===== config.mk =====
export PLATFORM = sky130hd
export DESIGN_NAME = cdr_gain_ctrl
export DESIGN_NICKNAME = d
export VERILOG_FILES = /design/src/rtl/cdr_ctrl_pkg.sv /design/src/rtl/cdr_vote_window.sv /design/src/rtl/cdr_gain_ctrl.sv
export SDC_FILE = /design/constraint.sdc
export NUM_CORES = 1
export LEC_CHECK = 0
export ABC_AREA = 1
export BUFFER_PORTS_ARGS = -buffer_cell sky130_fd_sc_hd__buf_2
export CAP_MARGIN = 10
export CORE_MARGIN = 2
export CORE_UTILIZATION = 27
export DETAILED_ROUTE_END_ITERATION = 8
export GPL_TIMING_DRIVEN = 0
export PLACE_DENSITY = 0.54
export SLEW_MARGIN = 20
export SYNTH_ARGS = -nofsm -noshare
export SYNTH_HDL_FRONTEND = slang
export SYNTH_SLANG_ARGS = --single-unit

===== constraint.sdc =====
create_clock -name BitCLK -period 3.9 [get_ports BitCLK]
set_clock_uncertainty 0.1 [all_clocks]
set_input_delay 0.39 -clock BitCLK [delete_from_list [all_inputs] [get_ports BitCLK]]
set_output_delay 0.39 -clock BitCLK [all_outputs]
set_load 0.05 [all_outputs]

===== src/rtl/cdr_ctrl_pkg.sv =====
// Shared types for the CDR loop-gain controller: FSM states, gain-select codes and the vote type.
package cdr_ctrl_pkg;

  typedef enum logic [2:0] {
    ST_IDLE,
    ST_ACQ,
    ST_MED,
    ST_FINE,
    ST_LOCKED
  } state_t;

  localparam logic [1:0] GAIN_STEP4 = 2'd2;
  localparam logic [1:0] GAIN_STEP2 = 2'd1;
  localparam logic [1:0] GAIN_STEP1 = 2'd0;

  typedef logic signed [1:0] vote_t;

  // Early alone pulls the phase back, late alone pushes it forward, both or neither cancel.
  function automatic vote_t vote_of(input logic early, input logic late);
    vote_t v;
    v = 2'sd0;
    if (early && !late) begin
      v = -2'sd1;
    end else if (late && !early) begin
      v = 2'sd1;
    end
    return v;
  endfunction

  function automatic logic [1:0] gain_of(input state_t st);
    logic [1:0] g;
    case (st)
      ST_MED:              g = GAIN_STEP2;
      ST_FINE, ST_LOCKED:  g = GAIN_STEP1;
      default:             g = GAIN_STEP4;
    endcase
    return g;
  endfunction

endpackage


===== src/rtl/cdr_vote_window.sv =====
// Vote window: counts WIN_LEN cycles and accumulates the net phase-detector vote per window.
module cdr_vote_window
  import cdr_ctrl_pkg::*;
#(
  parameter int unsigned WIN_LEN = 64
) (
  input  logic                               BitCLK,
  input  logic                               Reset,
  input  logic                               run,
  input  logic                               early,
  input  logic                               late,
  output logic                               win_end,
  output logic signed [$clog2(WIN_LEN)+1:0]  win_net_c
);

  localparam int unsigned CNT_W = $clog2(WIN_LEN);
  localparam int unsigned NET_W = CNT_W + 2;
  localparam logic [CNT_W-1:0] CNT_LAST = CNT_W'(WIN_LEN - 1);

  logic [CNT_W-1:0]        cnt;
  logic signed [NET_W-1:0] net;
  vote_t                   vote;

  // The evaluated net already includes the vote of the current cycle.
  always_comb begin
    vote      = vote_of(early, late);
    win_net_c = net + NET_W'(vote);
    win_end   = run && (cnt == CNT_LAST);
  end

  always_ff @(posedge BitCLK) begin
    if (Reset || !run || win_end) begin
      cnt <= '0;
      net <= '0;
    end else begin
      cnt <= cnt + CNT_W'(1);
      net <= win_net_c;
    end
  end

endmodule


===== src/rtl/cdr_gain_ctrl.sv =====
// CDR loop-gain controller: steps gain down on quiet vote windows, back to acquisition on lost ones.
// Optional CDR_GAIN_CTRL_TIMEOUT_EN adds a sticky acq_timeout after ACQ_MAX_WIN windows in ACQ.
module cdr_gain_ctrl
  import cdr_ctrl_pkg::*;
#(
  parameter int unsigned WIN_LEN    = 64,
  parameter int unsigned LOCK_THR   = 4,
  parameter int unsigned UNLOCK_THR = 16
`ifdef CDR_GAIN_CTRL_TIMEOUT_EN
  ,
  parameter int unsigned ACQ_MAX_WIN = 32
`endif
) (
  input  logic       BitCLK,
  input  logic       Reset,
  input  logic       en,
  input  logic       early,
  input  logic       late,
  output logic [1:0] gainsel,
  output logic       locked,
`ifdef CDR_GAIN_CTRL_TIMEOUT_EN
  output logic       gain_upd,
  output logic       acq_timeout
`else
  output logic       gain_upd
`endif
);

  localparam int unsigned NET_W = $clog2(WIN_LEN) + 2;

  state_t                  state;
  state_t                  state_nxt;
  logic                    run;
  logic                    win_end;
  logic signed [NET_W-1:0] win_net_c;
  logic [NET_W-1:0]        net_mag;
  logic                    quiet;
  logic                    lost;
  logic [1:0]              gain_nxt;

  assign run = en && (state != ST_IDLE);

  cdr_vote_window #(
    .WIN_LEN (WIN_LEN)
  ) u_vote_window (
    .BitCLK    (BitCLK),
    .Reset     (Reset),
    .run       (run),
    .early     (early),
    .late      (late),
    .win_end   (win_end),
    .win_net_c (win_net_c)
  );

  // Window classification; |net| never reaches the most negative code, so the negation is safe.
  always_comb begin
    net_mag = win_net_c[NET_W-1] ? $unsigned(-win_net_c) : $unsigned(win_net_c);
    quiet   = win_end && (32'(net_mag) <= LOCK_THR);
    lost    = win_end && (32'(net_mag) > UNLOCK_THR);
  end

  // Next state; dropping en wins over any window result in the same cycle.
  always_comb begin
    state_nxt = state;
    if (!en) begin
      state_nxt = ST_IDLE;
    end else begin
      case (state)
        ST_IDLE: state_nxt = ST_ACQ;
        ST_ACQ: begin
          if (quiet) state_nxt = ST_MED;
        end
        ST_MED: begin
          if (quiet)     state_nxt = ST_FINE;
          else if (lost) state_nxt = ST_ACQ;
        end
        ST_FINE: begin
          if (quiet)     state_nxt = ST_LOCKED;
          else if (lost) state_nxt = ST_ACQ;
        end
        ST_LOCKED: begin
          if (lost) state_nxt = ST_ACQ;
        end
        default: state_nxt = ST_IDLE;
      endcase
    end
    gain_nxt = gain_of(state_nxt);
  end

  always_ff @(posedge BitCLK) begin
    if (Reset) begin
      state    <= ST_IDLE;
      gainsel  <= GAIN_STEP4;
      locked   <= 1'b0;
      gain_upd <= 1'b0;
    end else begin
      state    <= state_nxt;
      gainsel  <= gain_nxt;
      locked   <= (state_nxt == ST_LOCKED);
      gain_upd <= (gain_nxt != gainsel);
    end
  end

`ifdef CDR_GAIN_CTRL_TIMEOUT_EN
  localparam int unsigned ACQ_W = $clog2(ACQ_MAX_WIN + 1);

  logic [ACQ_W-1:0] acq_win_cnt;

  // Counts unsuccessful ACQ windows; the flag is sticky until reset, the count restarts.
  always_ff @(posedge BitCLK) begin
    if (Reset) begin
      acq_win_cnt <= '0;
      acq_timeout <= 1'b0;
    end else if (state_nxt != ST_ACQ) begin
      acq_win_cnt <= '0;
    end else if ((state == ST_ACQ) && win_end) begin
      if (32'(acq_win_cnt) == ACQ_MAX_WIN - 1) begin
        acq_win_cnt <= '0;
        acq_timeout <= 1'b1;
      end else begin
        acq_win_cnt <= acq_win_cnt + ACQ_W'(1);
      end
    end
  end
`endif

endmodule


==> results.md <==
* Routed len/inst at 9.36 µm
* Die Area at 6910 µm²
* Crit path DAT at 3.26 ns
* Total power per unit cell area at 246 nW/µm²
* Post-Syn Nets at 267
* GRT Overall Usage at 9.88%
* Layout area overhead at 10.8%
* Ys async rst share at 0%
* Unrepaired setup endpoints after global routing: false
* Top cell by count, worst path: nand2_1
* Number of H-tree levels at 1
* GR Overflow Total at 0
* Chip width at 83.1 µm
* Non-Filler Instances at 342
* Crit path kind: input pin to flip-flop
* CTS sink cnt at 21
* Endpoints failing hold at 0
* Hold Buf Count CTS at 0
* Largest fanout on the critical path at 9
* Max-slew violations at 0
* Outcome: complete, no violations
* Placed Instance Area at 1820 µm²
* Vias in the first global route at 1409
* Total wire length at 3200 µm
* Critical path startpoint category: input pin
* Fin area at 1870 µm²
* Iteration-0 DRC Markers at 43
* Clock-pin slew on the worst setup and hold paths at 0.08 ns
* First-pass DRT Iterations at 4
* Synth Flop Type: dfxtp_1
* Cell family with most CP delay: simple AND/OR/NAND/NOR gates
* Worst path required time at 3.96 ns
* Slowest stage delay, CP at 0.31 ns
* Root Driver: clkbuf_8
* First-pass GRT wire length at 5820 µm
* Layout Nets at 280
* Mux cell area share after synthesis at 0%
* Commonest non-fill, non-tap cell in the layout: nand2_1
* DRT antenna net count at 0
* Post-Syn Instances at 255
* Total Power at 0.000460 W
* Xor/xnor share of the synthesized area at 2.07%
* F_max at 0.313 GHz
* Synthesized area at 1690 µm²
* CP max stage cell: ha_1
* Register bit count reported by yosys at 21
* Gpl congestion at 0.781
* Layout cells sized above 1 at 23.2%
* # Post-CTS Setup Buffers at 0
* Clock buffer depth at 2
* Main combinational cell family by area after synthesis: simple AND/OR/NAND/NOR gates
* Worst-margin pin slew at 0.497 ns
* Final Cycle Share at 81.9%
* Initial antenna violation count at 0
* Endpoints failing setup at 0
* CP Capture Type: flip-flop
* Post-DP HPWL at 2670 µm
* Starting Density at 28.2%
* EDFF count, synth at 0
* Via count at 1483
* Total CTS buffers at 3
* Largest net degree at the start of global routing at 14
* Post-CTS sizing at 0
* Lkg Pwr at 0.888 nW
* Skew-Pair Late Insertion Delay at 0.26 ns
* # DRC at 0
* Diodes inserted at 0
* Final min period at 3.20 ns
* Vias per std cell at 4.34
* Final Hold Slack at 0.253 ns
* IO Pins at 9
* VDD IR max at 0.000224 V
* Synth Area in Simple Gates at 49.4%
* Worst hold path type: input pin to flip-flop
* Die span in y at 83.1 µm
* Setup TNS at 0 ns
* Yosys Warn Count at 0
* Most frequent cells in the layout: nand2_1 (66), inv_1 (36), nor2_1 (27)
* Synth Area in Adders at 5.18%
* Placeable Area at 5990 µm²
* Relative slew slack at 66.9%
* Seq/Total Area, Yosys at 24.9%
* Footprint of the multi-input gates at 1100 µm²
* Dpl cells at 338
* Register area at 420 µm²
* Fill cells at 643
* Buffers & Inverters on Critical Path at 6
* # port buffers at 8
* Yosys cell types at 32
* Avg Cell Area, Syn at 6.63 µm²
* CTS tree: built
* Synth Area in Compound Gates at 8.29%
* Row count at 28
* Max_cap viols at 0
[worst register-to-register path: stages, from the launching register on]
cell and delay, ns:
dfxtp_1 0.39, nand2_1 0.08, inv_2 0.07, nor2_4 0.04, ha_1 0.31, inv_1 0.11
ha_1 0.19, inv_1 0.05, nor2_2 0.12, nand3_1 0.11, nor2_1 0.15, nand3_1 0.09
nand2_1 0.06, nand2_1 0.05, nand2_2 0.13, nand3_2 0.11, nand2_2 0.11, nand2_1 0.05
nand2_1 0.06, nand2_2 0.06, nor2_2 0.10, nand2_1 0.08, nand2_1 0.06, nand2_1 0.04
nor2_1 0.08, nor2_1 0.04
[worst paths after layout]
kind | slack (ns) | endpoint | startpoint | depth (start not counted)
worst max-delay path | 0.70 | gain_upd$_SDFF_PP0_ | late | 29
worst min-delay path | 0.25 | gainsel[0]$_SDFF_PP0_ | Reset | 2
worst max register to register | 0.95 | gain_upd$_SDFF_PP0_ | u_vote_window.net[1]$_SDFF_PP0_ | 25
worst min register to register | 0.38 | u_vote_window.cnt[0]$_SDFF_PP0_ | u_vote_window.cnt[0]$_SDFF_PP0_ | 1
[layout make-up]
| type | count | share of cell area [%] |
|---|---|---|
| clock inverter | 1 | 0.401 |
| sequential | 21 | 22.4 |
| inverter | 38 | 8.02 |
| timing repair buffer | 8 | 2.14 |
| clock buffer | 3 | 2.20 |
| multi-input combinational | 193 | 58.6 |
| buffer | 3 | 1.20 |
| tap | 75 | 5.01 |
[registers in the layout, indices dropped and copies added (netlist names)]
name,count
gain_upd,1
locked,1
gainsel,2
u_vote_window.net,8
u_vote_window.cnt,6
state,3
[cells in the mapped netlist (2+ instances only)]
cell      number  share of area [%]
nand2_1       66                 15
inv_1         36                8.0
nor2_1        27                6.0
nand3_1       23                6.8
dfxtp_1       21                 25
nand2_2       19                7.0
ha_1           7                5.2
a21oi_1        5                1.5
a21oi_2        5                2.6
nand2_4        5                3.3
nand3_2        5                3.0
nor2_2         5                1.9
nand3b_1       3                1.3
nand4_1        3                1.1
nor2_4         3                2.0
xor2_1         3                1.6
nor3b_1        2               0.89
o21ai_1        2               0.59
o21ai_2        2                1.0
[stage by stage]
step	utilization (%)	setup slack, ns
2_1_floorplan	-	0.814
3_3_place_gp	30.5	0.393
3_5_place_dp	30.5	0.405
4_1_cts	31.3	0.674
5_1_grt	31.3	0.269
6_report	31.3	0.705
[power breakdown]
part | switching, W | leakage [nW] | internal (W) | total, W
Clock | 0.0000749 | 0.0217 | 0.0000721 | 0.000147
Sequential | 0.00000174 | 0.170 | 0.000216 | 0.000218
Combinational | 0.0000626 | 0.697 | 0.0000327 | 0.0000953
Total | 0.000139 | 0.888 | 0.000321 | 0.000460
[logic make-up (layout without fill, tap and decap cells)]
kind of cell               count (synthesis)  in the layout
and+or+nand+nor                          163            163
adders and majority gates                  7              7
xor gates and xnor gates                   4              4
AOI/OAI and AO/OA                         19             19
buffers and inverters                     41             53
DFF                                       21             21
[layer usage]
layer	wire (µm)	part of all wire, %	GRT usage [%]
met5	0	0	0
met4	16	0.50	1.79
met3	95	3.0	2.39
met2	1480	46	17.7
met1	1610	50	12.1
Power figures use the tool's default switching activity.
